**config.mk**
```make
export PLATFORM = sky130hd
export DESIGN_NAME = fresh_prng_d2
export DESIGN_NICKNAME = d
export VERILOG_FILES = /design/src/rtl/fresh_prng_d2.sv
export SDC_FILE = /design/constraint.sdc
export NUM_CORES = 1
export LEC_CHECK = 0
export ABC_AREA = 1
export BUFFER_PORTS_ARGS = -buffer_cell sky130_fd_sc_hd__buf_2
export CORE_ASPECT_RATIO = 2
export CORE_UTILIZATION = 25
export DETAILED_ROUTE_END_ITERATION = 10
export SYNTH_ARGS = -nofsm -noshare
export SYNTH_HDL_FRONTEND = slang
export SYNTH_SLANG_ARGS = --single-unit
```
**constraint.sdc**
```tcl
create_clock -name clk -period 1.8 [get_ports clk]
set_input_delay 0.09 -clock clk [delete_from_list [all_inputs] [get_ports clk]]
set_output_delay 0.09 -clock clk [all_outputs]
set_load 0.02 [all_outputs]
```
**src/rtl/fresh_prng_d2.sv**
```systemverilog
// Fresh-randomness source for masked S-boxes: seeded 64-bit LFSR, FRESH_WIDTH steps per advance.
// Latency: en -> new word in 1 cycle, seed -> first valid word after WARMUP_CYCLES+1 edges; never stalls on its own.
module fresh_prng_d2 #(
    parameter int FRESH_WIDTH     = 63,
    parameter int WARMUP_CYCLES   = 4,
    parameter int RESEED_INTERVAL = 1024
) (
    input  logic                   clk,
    input  logic                   rst,
    input  logic                   seed_valid,
    input  logic [63:0]            seed,
    output logic                   seed_ready,
    input  logic                   en,
    output logic [FRESH_WIDTH-1:0] Fresh,
    output logic                   fresh_valid,
    output logic                   reseed_req
);

    typedef enum logic [1:0] {IDLE, WARMUP, RUN} fsm_t;

    localparam logic [31:0] WARM_LAST = 32'(WARMUP_CYCLES - 1);
    localparam logic [31:0] USE_LIMIT = 32'(RESEED_INTERVAL);

    fsm_t        fsm;
    logic [63:0] state;
    logic [31:0] warm_cnt;
    logic [31:0] use_cnt;
    logic [63:0] state_adv;
    logic [63:0] seed_load;
    logic        seed_hs;

    // x^64+x^63+x^61+x^60+1, unrolled FRESH_WIDTH times so each advance yields fully fresh bits
    function automatic logic [63:0] advance(input logic [63:0] s);
        logic [63:0] t;
        t = s;
        for (int i = 0; i < FRESH_WIDTH; i++) begin
            t = {t[62:0], t[63] ^ t[62] ^ t[60] ^ t[59]};
        end
        return t;
    endfunction

    assign state_adv = advance(state);
    assign seed_load = (seed == 64'd0) ? 64'd1 : seed;
    assign seed_hs   = seed_valid && seed_ready;
    assign Fresh     = state[FRESH_WIDTH-1:0];

    always_ff @(posedge clk) begin
        if (rst) begin
            fsm         <= IDLE;
            state       <= 64'd0;
            warm_cnt    <= 32'd0;
            use_cnt     <= 32'd0;
            seed_ready  <= 1'b1;
            fresh_valid <= 1'b0;
            reseed_req  <= 1'b0;
        end else if (seed_hs) begin
            // A seed wins over en: load only, no advance and no usage count.
            fsm         <= WARMUP;
            state       <= seed_load;
            warm_cnt    <= 32'd0;
            use_cnt     <= 32'd0;
            seed_ready  <= 1'b0;
            fresh_valid <= 1'b0;
            reseed_req  <= 1'b0;
        end else begin
            case (fsm)
                WARMUP: begin
                    state    <= state_adv;
                    warm_cnt <= warm_cnt + 32'd1;
                    if (warm_cnt == WARM_LAST) begin
                        fsm         <= RUN;
                        seed_ready  <= 1'b1;
                        fresh_valid <= 1'b1;
                    end
                end
                RUN: begin
                    if (en) begin
                        state <= state_adv;
                        if (use_cnt != USE_LIMIT) begin
                            use_cnt <= use_cnt + 32'd1;
                        end
                        if (use_cnt == USE_LIMIT - 32'd1) begin
                            reseed_req <= 1'b1;
                        end
                    end
                end
                default: begin
                end
            endcase
        end
    end

endmodule

```
==> run metrics, run 1 <==
global-route wire length before repair=44730 µm; Highest Clock Rate=570.8 MHz; FF+latch area=2643 µm²; detailed router's first-iteration violation count=579; power density cells=866.6 nW/µm²; sequential element share of the synthesized area=0.2933; count of nets after finishing=1519; clk buf depth=2; area of placed instances=9797 µm²; TritonCTS buffer count=17; remaining routing DRC violations=0; number of ports placed on the die boundary=134; number of antenna violations at the first check in global routing=1; total congestion overflow after global routing=0; max-slew headroom at the worst pin=0.6463; average wire length per cell after detail routing=14.84 µm; max capacitance violation total=0; First-pass DRT Iterations=5; CTS clock-pin slew for the worst setup and hold paths=70 ps; critical path data required time=2160 ps; final estimated routing congestion in global placement=0.9594; row count=98; path type of the worst setup path=flop to flop; share of cells above drive strength 1=0.1793; ratio of final minimum period to clock period=0.9733; top flip-flop cell by instance count after synthesis=sky130_fd_sc_hd__dfxtp_1; total setup violations reported at the end of the flow=0; maximum number of pins on one net before global-route repair=65; class of the tightest hold or removal check=primary input to flop; sinks on the clock net=132; root buffer cell=sky130_fd_sc_hd__clkbuf_16; Die Outline Area=36850 µm²; vias in the first global route=9043; final clock skew=11.66 ps; routed via count=8914; die width=136.2 µm; leading cell types in the layout, fill and taps excluded=317 x sky130_fd_sc_hd__nand2_1, 251 x sky130_fd_sc_hd__nor2_1, 133 x sky130_fd_sc_hd__buf_2; final instance count without filler cells=1912; number of failing hold endpoints at the final stage=0; vias per cell=4.662; Syn-to-layout area delta=22.61%; flop2flop setup slack=50 ps; type of origin of the critical path=flop; Leak Pwr=4.204 nW; type of destination of the critical path=flop; Layout Utilization=0.3107; number of cells produced by synthesis=1314; number of warnings printed during yosys synthesis=0; vertical die dimension=270.5 µm; PortBufs=133; Hold Worst Slack=23.06 ps; source-to-sink clock delay at the later pin of the worst-skew pair=440 ps; post-layout min period=1752 ps; Avg Synthesized Cell Area=6.857 µm²; leading cell type in the layout, fill and taps excluded=sky130_fd_sc_hd__nand2_1; post-synthesis net count=1385; run status=completed; RSZ-0062 raised after global routing=true; Distinct cells, synth=38; total of flip-flops plus latches after synthesis=132; number of routed nets with antenna violations=0; Post-DP HPWL=21260 µm; Max H-tree Level=4; floorplan core area=35560 µm²; fraction of registers with async set or reset after synthesis=0; total routing usage reported by global routing=0.1569; Worst-Margin Slew=529.8 ps; Final Slew Violations=0; cell depth of the worst min-delay path=5; FF-to-FF path depth=7; number of cells after detailed placement=1818; TritonCTS clock tree=yes; effective utilization at floorplan=0.2534; IR drop worst, VDD=0.6509 mV; arrival time of data at the critical path endpoint=2120 ps; design area=11050 µm²; wire length after detailed routing=28380 µm; netlist area before placement=9010 µm²; total power consumption of the routed design=9.573 mW; number of filler instances in the final layout=3893; number of enable flip-flop cells after synthesis=0; worst-path fanout max=5; area of combinational cells with multiple inputs=5351 µm²
==> state kept, by name (all words and copies together), names as in the netlist <==
signal	cells
use_cnt	32
warm_cnt	32
fsm	2
reseed_req	1
state	64
seed_ready	1
==> Yosys cell counts, drive strengths merged, types with 3 or more instances <==
cell	number	area share
nor4	3	0.0021
dfxtp	132	0.29
nand4	16	0.011
a211oi	4	0.0033
ha	3	0.0042
inv	85	0.035
nand2	322	0.14
buf	89	0.073
a21oi	65	0.036
xor2	71	0.069
o21ai	27	0.015
xnor2	70	0.068
nand3b	11	0.0092
nor3	19	0.013
clkbuf	17	0.0072
o221ai	52	0.071
or2	5	0.0035
nand3	53	0.031
nor2	265	0.12
==> power by group <==
part	internal (mW)	total (mW)	leakage, nW	switching, mW
clock network	2.07	3.58	0.291	1.50
registers	3.12	3.44	1.08	0.317
logic	1.06	2.56	2.83	1.50
total	6.25	9.57	4.20	3.32
==> critical path, stage by stage (launching register included) <==
cell and delay [ps]:
sky130_fd_sc_hd__dfxtp_1 490, sky130_fd_sc_hd__nand2_1 220, sky130_fd_sc_hd__nor2_1 180, sky130_fd_sc_hd__nand2_1 100, sky130_fd_sc_hd__nor2_2 270, sky130_fd_sc_hd__xor2_1 180, sky130_fd_sc_hd__nand3_1 100, sky130_fd_sc_hd__a21oi_1 150
==> per-layer routing <==
layer	vias to the layer above	track usage	wire, µm	part of all wire
li1	4459	-	-	-
met1	4099	0.1489	10060	0.35
met2	264	0.2970	15410	0.54
met3	92	0.02942	1222	0.043
met4	0	0.1029	1693	0.060
met5	-	0	0	0
==> cells by family after synthesis <==
| logic type | Yosys count | synth area share |
|---|---|---|
| AO/OA/AOI/OAI | 150 | 0.1278 |
| XOR/XNOR | 141 | 0.1371 |
| AND/OR/NAND/NOR | 696 | 0.3218 |
| flip-flops | 132 | 0.2933 |
| adder cells (fa/ha/maj) | 3 | 0.004167 |
| buffers and inverters | 192 | 0.1160 |
==> final timing paths <==
kind                            from                  endpoint
max          use_cnt[9]$_SDFFE_PP0P_  use_cnt[11]$_SDFFE_PP0P_
min                          seed[2]     state[2]$_SDFFE_PP0P_
max reg2reg  use_cnt[9]$_SDFFE_PP0P_  use_cnt[11]$_SDFFE_PP0P_
min reg2reg  reseed_req$_SDFFE_PP0P_   reseed_req$_SDFFE_PP0P_
==> final cells by class <==
cell class                      count  area share
Inverter                           86     0.02945
Clock inverter                     15     0.01518
Tap cell                          450     0.05097
Antenna cell                        1   0.0002265
Sequential cell                   132      0.2392
Multi-Input combinational cell    990      0.4844
Clock buffer                       17     0.03851
Timing Repair Buffer              221      0.1420
==> stage by stage <==
stage | setup TNS (ps) | setup WS, ps
after floorplan | 0 | 235.8
after global placement | 0 | 102.8
after detailed placement | 0 | 95.31
after CTS | 0 | 71.86
after global routing | -57.62 | -27.74
final | 0 | 48.00
==> what timing repair did <==
item,in CTS,in global routing
setup endpoints to repair,0,29
buffers inserted,0,0
hold endpoints to repair,60,0
hold buffers,60,0
gates resized for setup,0,10
Power figures use the tool's default switching activity.
==> inputs of run 2 (changes only) <==
CTS_BUF_LIST = sky130_fd_sc_hd__clkbuf_8   (was default)
GPL_TIMING_DRIVEN = 0   (was default)
==> run metrics, run 2 (synthesized netlist as in run 1, its figures left out) <==
Max H-tree Level=4; number of ports placed on the die boundary=134; class of the tightest hold or removal check=primary input to flop; cell class contributing the biggest share of worst-path delay=simple AND/OR/NAND/NOR gates; launching instance or port of the critical path=use_cnt[0]$_SDFFE_PP0P_; number of antenna violations at the first check in global routing=2; vias in the first global route=9415; CTS clock-pin slew for the worst setup and hold paths=90 ps; final-layout setup total negative slack=0 ps; wire length after detailed routing=29940 µm; leading cell types in the layout, fill and taps excluded=313 x sky130_fd_sc_hd__nand2_1, 247 x sky130_fd_sc_hd__nor2_1, 145 x sky130_fd_sc_hd__buf_2; max FFs per register=64; share of cells above drive strength 1=0.2310; number of failing hold endpoints at the final stage=0; flop2flop setup slack=50 ps; TritonCTS buffer count=17; critical path data required time=2140 ps; Worst-Margin Slew=682.7 ps; maximum number of pins on one net before global-route repair=17; Post-DP HPWL=23170 µm; total congestion overflow after global routing=0; largest registers=state: 64 flops, use_cnt: 32 flops, warm_cnt: 32 flops; remaining routing DRC violations=0; worst hold path endpoint=state[0]$_SDFFE_PP0P_; total routing usage reported by global routing=0.1639; IR drop worst, VDD=0.3990 mV; Worst R2R End=use_cnt[22]$_SDFFE_PP0P_; run status=completed; Highest Clock Rate=571.5 MHz; power density cells=778.9 nW/µm²; leading cell type in the layout, fill and taps excluded=sky130_fd_sc_hd__nand2_1; FF-to-FF path depth=11; arrival time of data at the critical path endpoint=2090 ps; source-to-sink clock delay at the later pin of the worst-skew pair=480 ps; floorplan core area=35560 µm²; area of combinational cells with multiple inputs=5469 µm²; average wire length per cell after detail routing=14.96 µm; final clock skew=21.13 ps; ratio of final minimum period to clock period=0.9721; row count=98; critical path buffer and inverter count=3; number of routed nets with antenna violations=0; final instance count without filler cells=2002; RSZ-0062 raised after global routing=true; vertical die dimension=270.5 µm; count of nets after finishing=1608; max capacitance violation total=0; FF+latch area=2654 µm²; ordered cell list for the critical path=inv_1 > ha_1 > nand3b_1 > or2_1 > nor2_2 > nand2_4 > nand2_8 > inv_4 > buf_8 > nand2_1 > a21oi_1; detailed router's first-iteration violation count=339; First-pass DRT Iterations=7; Syn-to-layout area delta=28.82%; type of origin of the critical path=flop; Die Outline Area=36850 µm²; cell with the largest stage delay on the worst path=sky130_fd_sc_hd__dfxtp_4; vias per cell=4.630; post-layout min period=1750 ps; cell depth of the worst min-delay path=7; worst reg2reg path startpoint=use_cnt[0]$_SDFFE_PP0P_; stages on the worst setup path=11; sinks on the clock net=132; Final Slew Violations=0; max-slew headroom at the worst pin=0.5448; total setup violations reported at the end of the flow=0; die width=136.2 µm; worst-path fanout max=10; type of destination of the critical path=flop; top register by number of flip-flops=state; path type of the worst setup path=flop to flop; largest incremental delay on the critical path=350 ps; effective utilization at floorplan=0.2534; number of filler instances in the final layout=3801; Leak Pwr=4.522 nW; clk buf depth=2; routed via count=9269; PortBufs=132; root buffer cell=sky130_fd_sc_hd__clkbuf_8; startpoint of the lowest-slack hold path=seed[0]; number of cells after detailed placement=1896; TritonCTS clock tree=yes; global-route wire length before repair=46710 µm; final estimated routing congestion in global placement=0.9557
[run 2: cell count changes in the layout (fill, tap and decap cells not counted), sizes merged, moves of 2 or more]
cell / before / now
buf: 160 / 227
clkbuf: 18 / 37
clkinvlp: 1 / 3
dlygate4sd3: 60 / 64
inv: 92 / 87
[run 2: layout make-up]
| class | count | share of cell area |
|---|---|---|
| Buffer | 106 | 0.06598 |
| Clock inverter | 13 | 0.01358 |
| Tap cell | 450 | 0.04851 |
| Antenna cell | 2 | 0.0004312 |
| Sequential cell | 132 | 0.2287 |
| Timing Repair Buffer | 204 | 0.1203 |
| Multi-Input combinational cell | 990 | 0.4712 |
| Inverter | 86 | 0.02878 |
| Clock buffer | 19 | 0.02253 |
[run 2: metrics by stage]
stage | setup slack (ps) | hold WS [ps] | util | power [mW] | area [µm²]
5_1_grt | -50.30 | 43.17 | 0.3264 | 9.524 | 11610
6_report | 50.26 | 31.33 | 0.3264 | 9.040 | 11610
3_3_place_gp | -269.7 | 324.7 | 0.2878 | 6.173 | 10230
2_1_floorplan | 235.8 | 206.1 | - | 5.495 | 9010
3_5_place_dp | -246.7 | 327.8 | 0.2878 | 6.220 | 10230
4_1_cts | 4.857 | 10.33 | 0.3184 | 9.092 | 11320
[run 2: metal layers]
| metal | track usage | up-vias | wire (µm) |
|---|---|---|---|
| met5 | 0 | - | 0 |
| met4 | 0.1132 | 0 | 2066 |
| met3 | 0.02530 | 104 | 933 |
| met2 | 0.3205 | 223 | 16390 |
| met1 | 0.1478 | 4300 | 10550 |
| li1 | - | 4642 | - |
[run 2: repair_timing]
| item | in CTS | in global routing |
|---|---|---|
| setup buffers | 1 | 5 |
| setup endpoints to repair | 97 | 79 |
| gates cloned | 0 | 2 |
| pin swaps | 1 | 10 |
| gates resized for setup | 8 | 59 |
| hold buffers | 64 | 0 |
| endpoints found under the hold margin | 64 | 0 |
[run 2: how the worst max path moves through the flow]
| stage | to | slack [ps] |
|---|---|---|
| 2_1_floorplan | state[46]$_SDFFE_PP0P_ | 240 |
| 3_3_place_gp | seed_ready$_SDFFE_PP1P_ | -270 |
| 3_5_place_dp | seed_ready$_SDFFE_PP1P_ | -250 |
| 4_1_cts | use_cnt[9]$_SDFFE_PP0P_ | 5 |
| 5_1_grt | use_cnt[21]$_SDFFE_PP0P_ | -50 |
| 6_report | use_cnt[22]$_SDFFE_PP0P_ | 50 |
[run 2: tightest hold or removal path, stage by stage]
cell	delay (ps)
sky130_fd_sc_hd__buf_2	110
sky130_fd_sc_hd__inv_1	40
sky130_fd_sc_hd__nand2_1	60
sky130_fd_sc_hd__nand2_1	40
sky130_fd_sc_hd__nand3_1	60
sky130_fd_sc_hd__nand2_1	40
sky130_fd_sc_hd__inv_1	40
[run 2: power by group]
part / internal, mW / switching (mW) / total [mW]
Clock: 1.44 / 1.32 / 2.76
Combinational: 1.28 / 1.56 / 2.84
Sequential: 3.12 / 0.319 / 3.44
Total: 5.84 / 3.20 / 9.04
==> inputs of run 3 (changes only) <==
CORE_ASPECT_RATIO = default   (was 2)
==> run metrics, run 3 (synthesized netlist as in run 1, its figures left out) <==
Syn-to-layout area delta=25.91%; Leak Pwr=4.409 nW; TritonCTS clock tree=yes; CTS clock-pin slew for the worst setup and hold paths=80 ps; FF+latch area=2651 µm²; die width=191.8 µm; Max H-tree Level=4; total routing usage reported by global routing=0.1474; worst-path fanout max=10; cell with the largest stage delay on the worst path=sky130_fd_sc_hd__dfxtp_4; remaining routing DRC violations=0; number of antenna violations at the first check in global routing=2; total congestion overflow after global routing=0; share of cells above drive strength 1=0.2171; TritonCTS buffer count=17; maximum number of pins on one net before global-route repair=17; effective utilization at floorplan=0.2539; row count=69; source-to-sink clock delay at the later pin of the worst-skew pair=450 ps; Post-DP HPWL=20920 µm; final estimated routing congestion in global placement=0.8597; max capacitance violation total=0; largest registers=state: 64 flops, use_cnt: 32 flops, warm_cnt: 32 flops; launching instance or port of the critical path=use_cnt[0]$_SDFFE_PP0P_; leading cell type in the layout, fill and taps excluded=sky130_fd_sc_hd__nand2_1; sinks on the clock net=132; Final Slew Violations=0; critical path data required time=2100 ps; wire length after detailed routing=26870 µm; number of failing hold endpoints at the final stage=0; vertical die dimension=191.8 µm; ordered cell list for the critical path=inv_1 > ha_1 > nand3b_1 > or2_1 > nor2_2 > nand2_2 > nand2_4 > inv_2 > buf_4 > nand2_1 > a21oi_1; max FFs per register=64; detailed router's first-iteration violation count=431; top register by number of flip-flops=state; path type of the worst setup path=flop to flop; Worst-Margin Slew=671.8 ps; class of the tightest hold or removal check=primary input to flop; First-pass DRT Iterations=5; max-slew headroom at the worst pin=0.5522; number of routed nets with antenna violations=0; ratio of final minimum period to clock period=0.9390; IR drop worst, VDD=0.4112 mV; number of ports placed on the die boundary=134; PortBufs=132; total setup violations reported at the end of the flow=0; Die Outline Area=36800 µm²; type of destination of the critical path=flop; run status=completed; root buffer cell=sky130_fd_sc_hd__clkbuf_8; average wire length per cell after detail routing=13.39 µm; RSZ-0062 raised after global routing=false; number of filler instances in the final layout=3818; count of nets after finishing=1603; startpoint of the lowest-slack hold path=seed[2]; leading cell types in the layout, fill and taps excluded=317 x sky130_fd_sc_hd__nand2_1, 251 x sky130_fd_sc_hd__nor2_1, 146 x sky130_fd_sc_hd__buf_2; type of origin of the critical path=flop; post-layout min period=1690 ps; worst reg2reg path startpoint=use_cnt[0]$_SDFFE_PP0P_; global-route wire length before repair=43410 µm; arrival time of data at the critical path endpoint=1990 ps; total power consumption of the routed design=8.681 mW; largest incremental delay on the critical path=370 ps; floorplan core area=35480 µm²; routed via count=8977; vias in the first global route=8681; final clock skew=18.71 ps; Highest Clock Rate=591.6 MHz; clk buf depth=2; power density cells=765.2 nW/µm²; vias per cell=4.475; design area=11340 µm²; area of combinational cells with multiple inputs=5375 µm²; area of placed instances=10250 µm²
## run 3: critical path, delay by kind of cell, from the launching register on
family / cells / cell delay, ps
compound gates: 1 / 50
fa+ha+maj: 1 / 150
simple gates: 6 / 690
buf+inv: 3 / 300
flops: 1 / 370
## run 3: final timing paths
kind | cells after the start | slack, ps | endpoint
max reg2reg | 11 | 110 | use_cnt[31]$_SDFFE_PP0P_
min reg2reg | 2 | 450 | reseed_req$_SDFFE_PP0P_
min | 5 | 30 | state[2]$_SDFFE_PP0P_
max | 11 | 110 | use_cnt[31]$_SDFFE_PP0P_
## run 3: cell type report
class / count / area share
diodes: 2 / 0.0004412
plain buffers: 106 / 0.06430
clock buffers: 18 / 0.02184
clock inverters: 12 / 0.01037
inverters: 86 / 0.02845
multi-input cells: 990 / 0.4738
flip-flops and latches: 132 / 0.2337
well taps: 461 / 0.05084
repair buffers: 199 / 0.1162
## run 3: timing repair
| item | in CTS | in global routing |
|---|---|---|
| hold endpoints to repair | 62 | 0 |
| pin swaps | 0 | 3 |
| resized for setup | 4 | 25 |
| hold buffers | 62 | 0 |
| setup buffers | 0 | 5 |
| cloned | 0 | 0 |
| setup endpoints to repair | 32 | 86 |
## run 3: power by group
group	leakage (nW)	switching, mW	internal, mW	total (mW)
sequential	1.08	0.306	3.12	3.42
clock	0.185	1.21	1.23	2.44
combinational	3.14	1.54	1.27	2.81
total	4.41	3.06	5.62	8.68
## run 3: through the flow
step / setup slack (ps) / cells / hold WS, ps / setup TNS [ps] / utilization
CTS: 25.54 / 1999 / 7.481 / 0 / 0.3169
global route: 1.231 / 2005 / 24.90 / 0 / 0.3197
floorplan: 235.8 / 1314 / 206.1 / 0 / -
detailed placement: -77.79 / 1907 / 322.0 / -326.0 / 0.2888
global placement: -68.82 / 1907 / 318.4 / -97.41 / 0.2888
finish: 109.8 / 2006 / 28.95 / 0 / 0.3197
## run 3: per-layer routing
layer	global-route usage	vias to the layer above	wire, µm
met4	0.05525	2	582
met5	0	-	13
met2	0.2419	169	12470
met1	0.1935	4136	12850
li1	-	4633	-
met3	0.02229	37	954
